[config.mk]
export PLATFORM = sky130hd
export DESIGN_NAME = wbc_arb2
export DESIGN_NICKNAME = d
export VERILOG_FILES = /design/src/rtl/wbc_arb2.sv
export SDC_FILE = /design/constraint.sdc
export NUM_CORES = 1
export LEC_CHECK = 0
export BUFFER_PORTS_ARGS = -buffer_cell sky130_fd_sc_hd__buf_2
export CAP_MARGIN = 20
export CORE_MARGIN = 5
export CORE_UTILIZATION = 28
export CTS_CLUSTER_SIZE = 20
export DETAILED_ROUTE_END_ITERATION = 7
export PLACE_DENSITY = 0.84
export SETUP_SLACK_MARGIN = 0.3
export SYNTH_ARGS = -nofsm -noshare
export SYNTH_HDL_FRONTEND = slang
export SYNTH_SLANG_ARGS = --single-unit
[constraint.sdc]
create_clock -name wb_clk_i -period 1.5 [get_ports wb_clk_i]
set_clock_uncertainty 0.15 [all_clocks]
set_input_delay 0.15 -clock wb_clk_i [delete_from_list [all_inputs] [get_ports wb_clk_i]]
set_output_delay 0.15 -clock wb_clk_i [all_outputs]
set_load 0.01 [all_outputs]
[src/rtl/wbc_arb2.sv]
// Two-master Wishbone arbiter with registered exclusive grants and a bus watchdog that
// terminates unacknowledged strobes with a one-cycle error to the owning master.
module wbc_arb2 #(
  parameter int unsigned TMO   = 64,
  parameter int unsigned TMO_W = 8
) (
  input  logic        wb_clk_i,
  input  logic        wb_rst_i,

  input  logic        m0_cyc_i,
  input  logic        m0_stb_i,
  input  logic        m0_we_i,
  input  logic [1:0]  m0_sel_i,
  input  logic [15:0] m0_adr_i,
  input  logic [15:0] m0_dat_i,
  output logic        m0_gnt_o,
  output logic        m0_ack_o,
  output logic        m0_err_o,
  output logic [15:0] m0_dat_o,

  input  logic        m1_cyc_i,
  input  logic        m1_stb_i,
  input  logic        m1_we_i,
  input  logic [1:0]  m1_sel_i,
  input  logic [15:0] m1_adr_i,
  input  logic [15:0] m1_dat_i,
  output logic        m1_gnt_o,
  output logic        m1_ack_o,
  output logic        m1_err_o,
  output logic [15:0] m1_dat_o,

  output logic        s_cyc_o,
  output logic        s_stb_o,
  output logic        s_we_o,
  output logic [1:0]  s_sel_o,
  output logic [15:0] s_adr_o,
  output logic [15:0] s_dat_o,
  input  logic        s_ack_i,
  input  logic [15:0] s_dat_i,

  output logic        tmo_o
);

  typedef enum logic [1:0] {StIdle, StOwn0, StOwn1} state_e;

  state_e             state_q, state_d;
  logic               last_q, last_d;
  logic [TMO_W-1:0]   cnt_q, cnt_d;
  logic               tmo_q, tmo_d;
  logic               terminal;
  logic               err_fire;

  assign m0_gnt_o = (state_q == StOwn0);
  assign m1_gnt_o = (state_q == StOwn1);

  // Bus routing: only the owner reaches the slave side, everything else reads as 0.
  always_comb begin
    s_cyc_o = 1'b0;
    s_stb_o = 1'b0;
    s_we_o  = 1'b0;
    s_sel_o = 2'b00;
    s_adr_o = 16'h0000;
    s_dat_o = 16'h0000;
    if (m0_gnt_o) begin
      s_cyc_o = m0_cyc_i;
      s_stb_o = m0_stb_i;
      s_we_o  = m0_we_i;
      s_sel_o = m0_sel_i;
      s_adr_o = m0_adr_i;
      s_dat_o = m0_dat_i;
    end else if (m1_gnt_o) begin
      s_cyc_o = m1_cyc_i;
      s_stb_o = m1_stb_i;
      s_we_o  = m1_we_i;
      s_sel_o = m1_sel_i;
      s_adr_o = m1_adr_i;
      s_dat_o = m1_dat_i;
    end
  end

  assign m0_dat_o = s_dat_i;
  assign m1_dat_o = s_dat_i;

  assign m0_ack_o = s_ack_i & m0_gnt_o & m0_stb_i;
  assign m1_ack_o = s_ack_i & m1_gnt_o & m1_stb_i;

  // A same-cycle ack beats the terminal count; reset discards a pending error.
  assign terminal = s_stb_o & ~s_ack_i & (cnt_q == TMO_W'(TMO - 1));
  assign err_fire = terminal & ~wb_rst_i;
  assign m0_err_o = err_fire & m0_gnt_o;
  assign m1_err_o = err_fire & m1_gnt_o;

  assign tmo_o = tmo_q;

  always_comb begin
    state_d = state_q;
    last_d  = last_q;
    unique case (state_q)
      StIdle: begin
        if (m0_cyc_i && m1_cyc_i) begin
          state_d = last_q ? StOwn0 : StOwn1;
        end else if (m0_cyc_i) begin
          state_d = StOwn0;
        end else if (m1_cyc_i) begin
          state_d = StOwn1;
        end
      end
      StOwn0: begin
        if (!m0_cyc_i) begin
          state_d = StIdle;
          last_d  = 1'b0;
        end
      end
      StOwn1: begin
        if (!m1_cyc_i) begin
          state_d = StIdle;
          last_d  = 1'b1;
        end
      end
      default: state_d = StIdle;
    endcase
  end

  always_comb begin
    cnt_d = cnt_q + 1'b1;
    if (!s_stb_o || s_ack_i || terminal) begin
      cnt_d = '0;
    end
    tmo_d = tmo_q | terminal;
  end

  always_ff @(posedge wb_clk_i) begin
    if (wb_rst_i) begin
      state_q <= StIdle;
      last_q  <= 1'b1;
      cnt_q   <= '0;
      tmo_q   <= 1'b0;
    end else begin
      state_q <= state_d;
      last_q  <= last_d;
      cnt_q   <= cnt_d;
      tmo_q   <= tmo_d;
    end
  end

endmodule

# --- After elaboration in Yosys (flattened, before gate mapping) ---
# Cells that the tools add are included.
totals:
  reg_bits: 12
  latch_bits: 0
  ramBits: 0
  mem_bits_ro: 0
  input_bits: 93
  out_inout_bits: 76
  elab_cells: 54
  n_memories: 0
classes:
  add_sub_neg: 1
  mul: 0
  n_div: 0
  n_lt_le_gt_ge: 0
  n_eq_ne: 6
  shifts: 0
  n_mux: 22
  bitwise: 12
  reduce_logical: 9
op_table:
  columns: ["op", "n"]
  rows:
  - ["two-way mux 16 bit", 4]
  - ["two-way mux 2 bit", 8]
  - ["bitwise AND 1 bit", 9]
  - ["adder 8 x 1 -> 8 bit (second input constant)", 1]
  - ["equality test 8 x 6 -> 1 bit (second input constant)", 1]
  - ["two-way mux 1 bit", 8]
  - ["case mux 2 bit (3 select lines)", 1]
  - ["AND reduction 3 bit", 2]
  - ["inequality test 2 bit (second input constant)", 2]
  - ["inequality test 4 bit (second input constant)", 1]
  - ["equality test 2 x 1 -> 1 bit (second input constant)", 1]
  - ["equality test 2 bit (second input constant)", 1]
  - ["logical NOT 2 bit", 1]
  - ["logical OR 1 bit", 2]
  - ["NOT 1 bit", 2]
  - ["case mux 1 bit (2 select lines)", 1]
  - ["nonzero test 2 bit", 1]
  - ["OR reduction 2 bit", 1]
  - ["logical AND 1 bit", 1]
  - ["logical NOT 1 bit", 1]
  - ["bitwise OR 1 bit", 1]

# --- Depth between registers and ports, before layout ---
depth:
  word_depth: 7
  ltp_mapped: 5
  mapped_depth_nobuf: 4

# --- Least setup slack after synthesis ---
# No wires, ideal clock.
synth_path:
  kind: "reg-to-output"
  startpoint: "reg cnt_q[0]"
  endpoint: "out m0_err_o"
  arrival_time_ps: 1450
  required_time_ps: 1200
  slack_ps: -250
  stages_incl_launch_ff: 5
  n_path_buf: 0
  path_cell_list: "dfxtp_1 -> ha_1 -> nand2_2 -> or4_4 -> nor4b_2"
synth_between:
  elab_chain_len: 4
synth_lines:
  columns: ["item", "line_no", "source"]
  rows:
  - ["start: declaration", "48", "logic [TMO_W-1:0] cnt_q, cnt_d;"]
  - ["start signal: assignment", "141", "cnt_q <= cnt_d;"]
  - ["equality test 8 x 6 -> 1 bit", "88", "assign terminal = s_stb_o & ~s_ack_i & (cnt_q == TMO_W'(TMO - 1));"]
  - ["bitwise AND 1 bit", "88", null]
  - ["bitwise AND 1 bit", "89", "assign err_fire = terminal & ~wb_rst_i;"]
  - ["bitwise AND 1 bit", "90", "assign m0_err_o = err_fire & m0_gnt_o;"]
  - ["end: declaration", "18", "output logic m0_err_o,"]
# Every way passes these cells.

# --- Worst setup path in the final report ---
layout_path:
  startpoint: "reg cnt_q[1]"
  endpoint: "out m1_err_o"
layout_between:
  elab_chain_len: 4
layout_lines:
  columns: ["item", "line_no", "source"]
  rows:
  - ["equality test 8 x 6 -> 1 bit", "88", null]
  - ["bitwise AND 1 bit", "88", null]
  - ["bitwise AND 1 bit", "89", null]
  - ["bitwise AND 1 bit", "91", "assign m1_err_o = err_fire & m1_gnt_o;"]
  - ["end: declaration", "29", "output logic m1_err_o,"]
# Every way passes these cells.

==> metrics.md <==
| Metric | Value |
|---|---|
| Status | finished with violations |
| Violated checks | setup timing |
| RSZ-0062 raised after global routing | yes |
| Pre-CTS WS | -0.2022 ns |
| Max-Cap Viols | 0 |
| CTS clock-pin slew for the worst setup and hold paths | ~0.050 ns |
| Clock Path Buffers | 2 |
| Crit path kind | reg2out |
| Hpwl dp | 3.852 mm |
| ANT nets after route | 0 |
| Clock buffer count from CTS | 3 |
| Final hold vios | 0 |
| Nets | 366 |
| Vias in the first global route | around 1600 |
| Row cnt | 23 |
| CTS tree | built |
| FMAX | 507.7 MHz |
| Worst Path Max Fanout | 3 |
| Seq/Total Area, Yosys | between 20% and 30% |
| Comb power frac | 48.6% |
| Final setup fails | 42 |
| Vias per cell | 4.975 |
| Min cycle time layout | approximately 2 ns |
| Setup TNS Final | -12.46 ns |
| Post-synth top flop | dfxtp_1 |
| Synthesized area | between 1000 and 1500 um^2 |
| PwrDens | ~500 nW/um^2 |
| Arrival time at the worst endpoint | roughly 1.7 ns |
| Area Growth Syn to Fin | 109.7% |
| Fin crit share | 131.3% |
| Seq pwr share | a little over a quarter |
| Finished Cell Area | around 2500 um^2 |
| Core area | about 4100 um^2 |
| First-pass GRT wire length | 7.500 mm |
| Crit. End Element | output pin |
| GRT Total Usage | between 15 and 20% |
| Final worst setup slack | -0.4699 ns |
| IO buf count | between 100 and 150 |
| Peak supply drop | 0.0005225 V |
| Setup slack, reg-to-reg | 0.03 ns |
| Switch Pwr | approximately 0.00036 W |
| Dpl cell area | between 1500 and 2000 um^2 |
| Clock Sinks | 12 |
| Worst EP required | 1.20 ns |
| EDFF count, synth | 0 |
| Io pins | approximately 170 |
| Vias post-DR | 1597 |
| Crit path launch type | flop |
| Antenna violations before repair | 0 |
| DIE WIDTH | about 75 um |
| DR iter-0 viols | 50 |
| Worst flop-to-flop path startpoint | state_q[0]$_SDFFE_PP0P_ |
| GR Overflow Total | 0 |
| Synth Instances | 139 |
| Final Slew Violations | 0 |
| Worst slew margin | 83.09% |
| Sw Ratio | 29.06% |
| Largest net degree at the start of global routing | 10 |
| Clk pwr share | between 20% and 30% |
| Pint | just under 0.0009 W |
| Chip height | 75.40 um |
| Post-synthesis net count | between 200 and 250 |
| Lkg Pwr | around 1.2 nW |
| Hold Startpoint | wb_rst_i |
| CTS root buf | clkbuf_8 |
| Hold Path Class | in2reg |
| Post-Syn Area per Cell | ~8.6 um^2 |
| Yosys cell types | 34 |
| First-pass DRT Iterations | 4 |
| Drt total wl | 5.732 mm |
| Share of cells above drive strength 1 | between 70% and 80% |
| Actual slew at the worst max-slew pin | about 0.25 ns |
| Die area | ~5700 um^2 |
| Critical Path Start | cnt_q[1]$_SDFF_PP0_ |
| Total of warnings raised by yosys | 0 |
| Post-synth ARST share | 0% |
| Initial Utilization | 29.30% |
| Flops & latches, synth | 12 |
| Wire per inst | between 15 and 20 um |
| DRC viols | 0 |
| Gp weighted congestion | roughly 0.76 |
| ANT cells | 0 |
| H-tree depth | 1 |
| Worst skew pair latency | approximately 0.24 ns |
## power groups by stage
stage | Combinational, W | Sequential (W) | Clock, W
after floorplan | 0.000272 | 0.000336 | 0
final | 0.000606 | 0.000333 | 0.000309
after CTS | 0.000569 | 0.000330 | 0.000324
after detailed placement | 0.000373 | 0.000336 | 0
after global routing | 0.000639 | 0.000333 | 0.000346
after global placement | 0.000370 | 0.000336 | 0
## layout make-up
class	count	area, um^2
sequential	12	250.2
multi-input combinational	82	768.2
timing repair buffer	170	1369
fill	363	1575
tap	50	62.56
clock buffer	4	45.04
inverter	3	16.27
## synth_stat cells, types with 2 or more instances
library cell / instances / area share, %
a22o_1: 36 / 26
buf_4: 34 / 21
dfxtp_1: 12 / 20
buf_2: 6 / 2.5
nor2_1: 4 / 1.3
o21ai_0: 4 / 1.7
inv_1: 3 / 0.94
nand3_1: 3 / 1.3
a21oi_1: 2 / 0.84
and3_1: 2 / 1.0
buf_6: 2 / 1.9
nand2_1: 2 / 0.63
nand2b_1: 2 / 1.0
nand3b_1: 2 / 1.3
nor2b_1: 2 / 1.0
nor3_1: 2 / 0.84
nor3b_1: 2 / 1.3
or3_1: 2 / 1.0
xor2_1: 2 / 1.5
## registers in the layout, summed over array words and instances, names as in the netlist
register  cells
cnt_q         8
state_q       2
last_q        1
tmo_o         1
## what timing repair did
action                     4_1_cts  5_1_grt
setup endpoints to repair       52       55
pin swaps                       36       11
hold buffers                     1        0
cloned                           9        1
setup buffers                   15        4
resized for setup               41       13
hold endpoints to repair         2        0
## per-layer routing
layer	track usage, %	wire length [um]
met5	0	0
met4	6.796	103
met2	35.00	3105
met1	15.63	1774
met3	6.860	749
## cell families after synthesis
logic type,synth area share (%)
AO/OA/AOI/OAI,32.50
buffers and inverters,26.65
AND/OR/NAND/NOR,17.55
flip-flops,20.06
XOR/XNOR,2.195
adder cells (fa/ha/maj),1.045
## worst max-delay path: stages, from the launching register on
cell and delay (ns):
dfxtp_2 0.35, ha_4 0.14, nand2_2 0.05, or4_4 0.47
nor4_4 0.26, buf_2 0.17
## per-stage QoR
step	std cells	hold slack (ns)	util, %	power (W)
3_5_place_dp	287	0.1501	43.75	0.0007090
2_1_floorplan	139	0.06304	-	0.0006078
3_3_place_gp	287	0.1501	43.75	0.0007057
6_report	321	0.006362	61.45	0.001248
5_1_grt	321	0.003067	61.45	0.001317
4_1_cts	316	0.001861	58.54	0.001223
## path summary, 6_finish.rpt
| kind | to | depth (start not counted) |
|---|---|---|
| max | m1_err_o | 5 |
| min reg2reg | tmo_o$_SDFF_PP0_ | 2 |
| min | last_q$_SDFFE_PP1P_ | 2 |
| max reg2reg | tmo_o$_SDFF_PP0_ | 5 |
## cells in the final DEF (no fill, tap or decap), types with 3 or more instances in the layout
master and count:
dfxtp_2 5, buf_4 17, dfxtp_1 6, buf_6 20, o21ai_0 3, buf_2 113
buf_12 9, nor2_4 3, buf_16 8, a22o_1 36, clkbuf_8 3
Power figures use the tool's default switching activity.
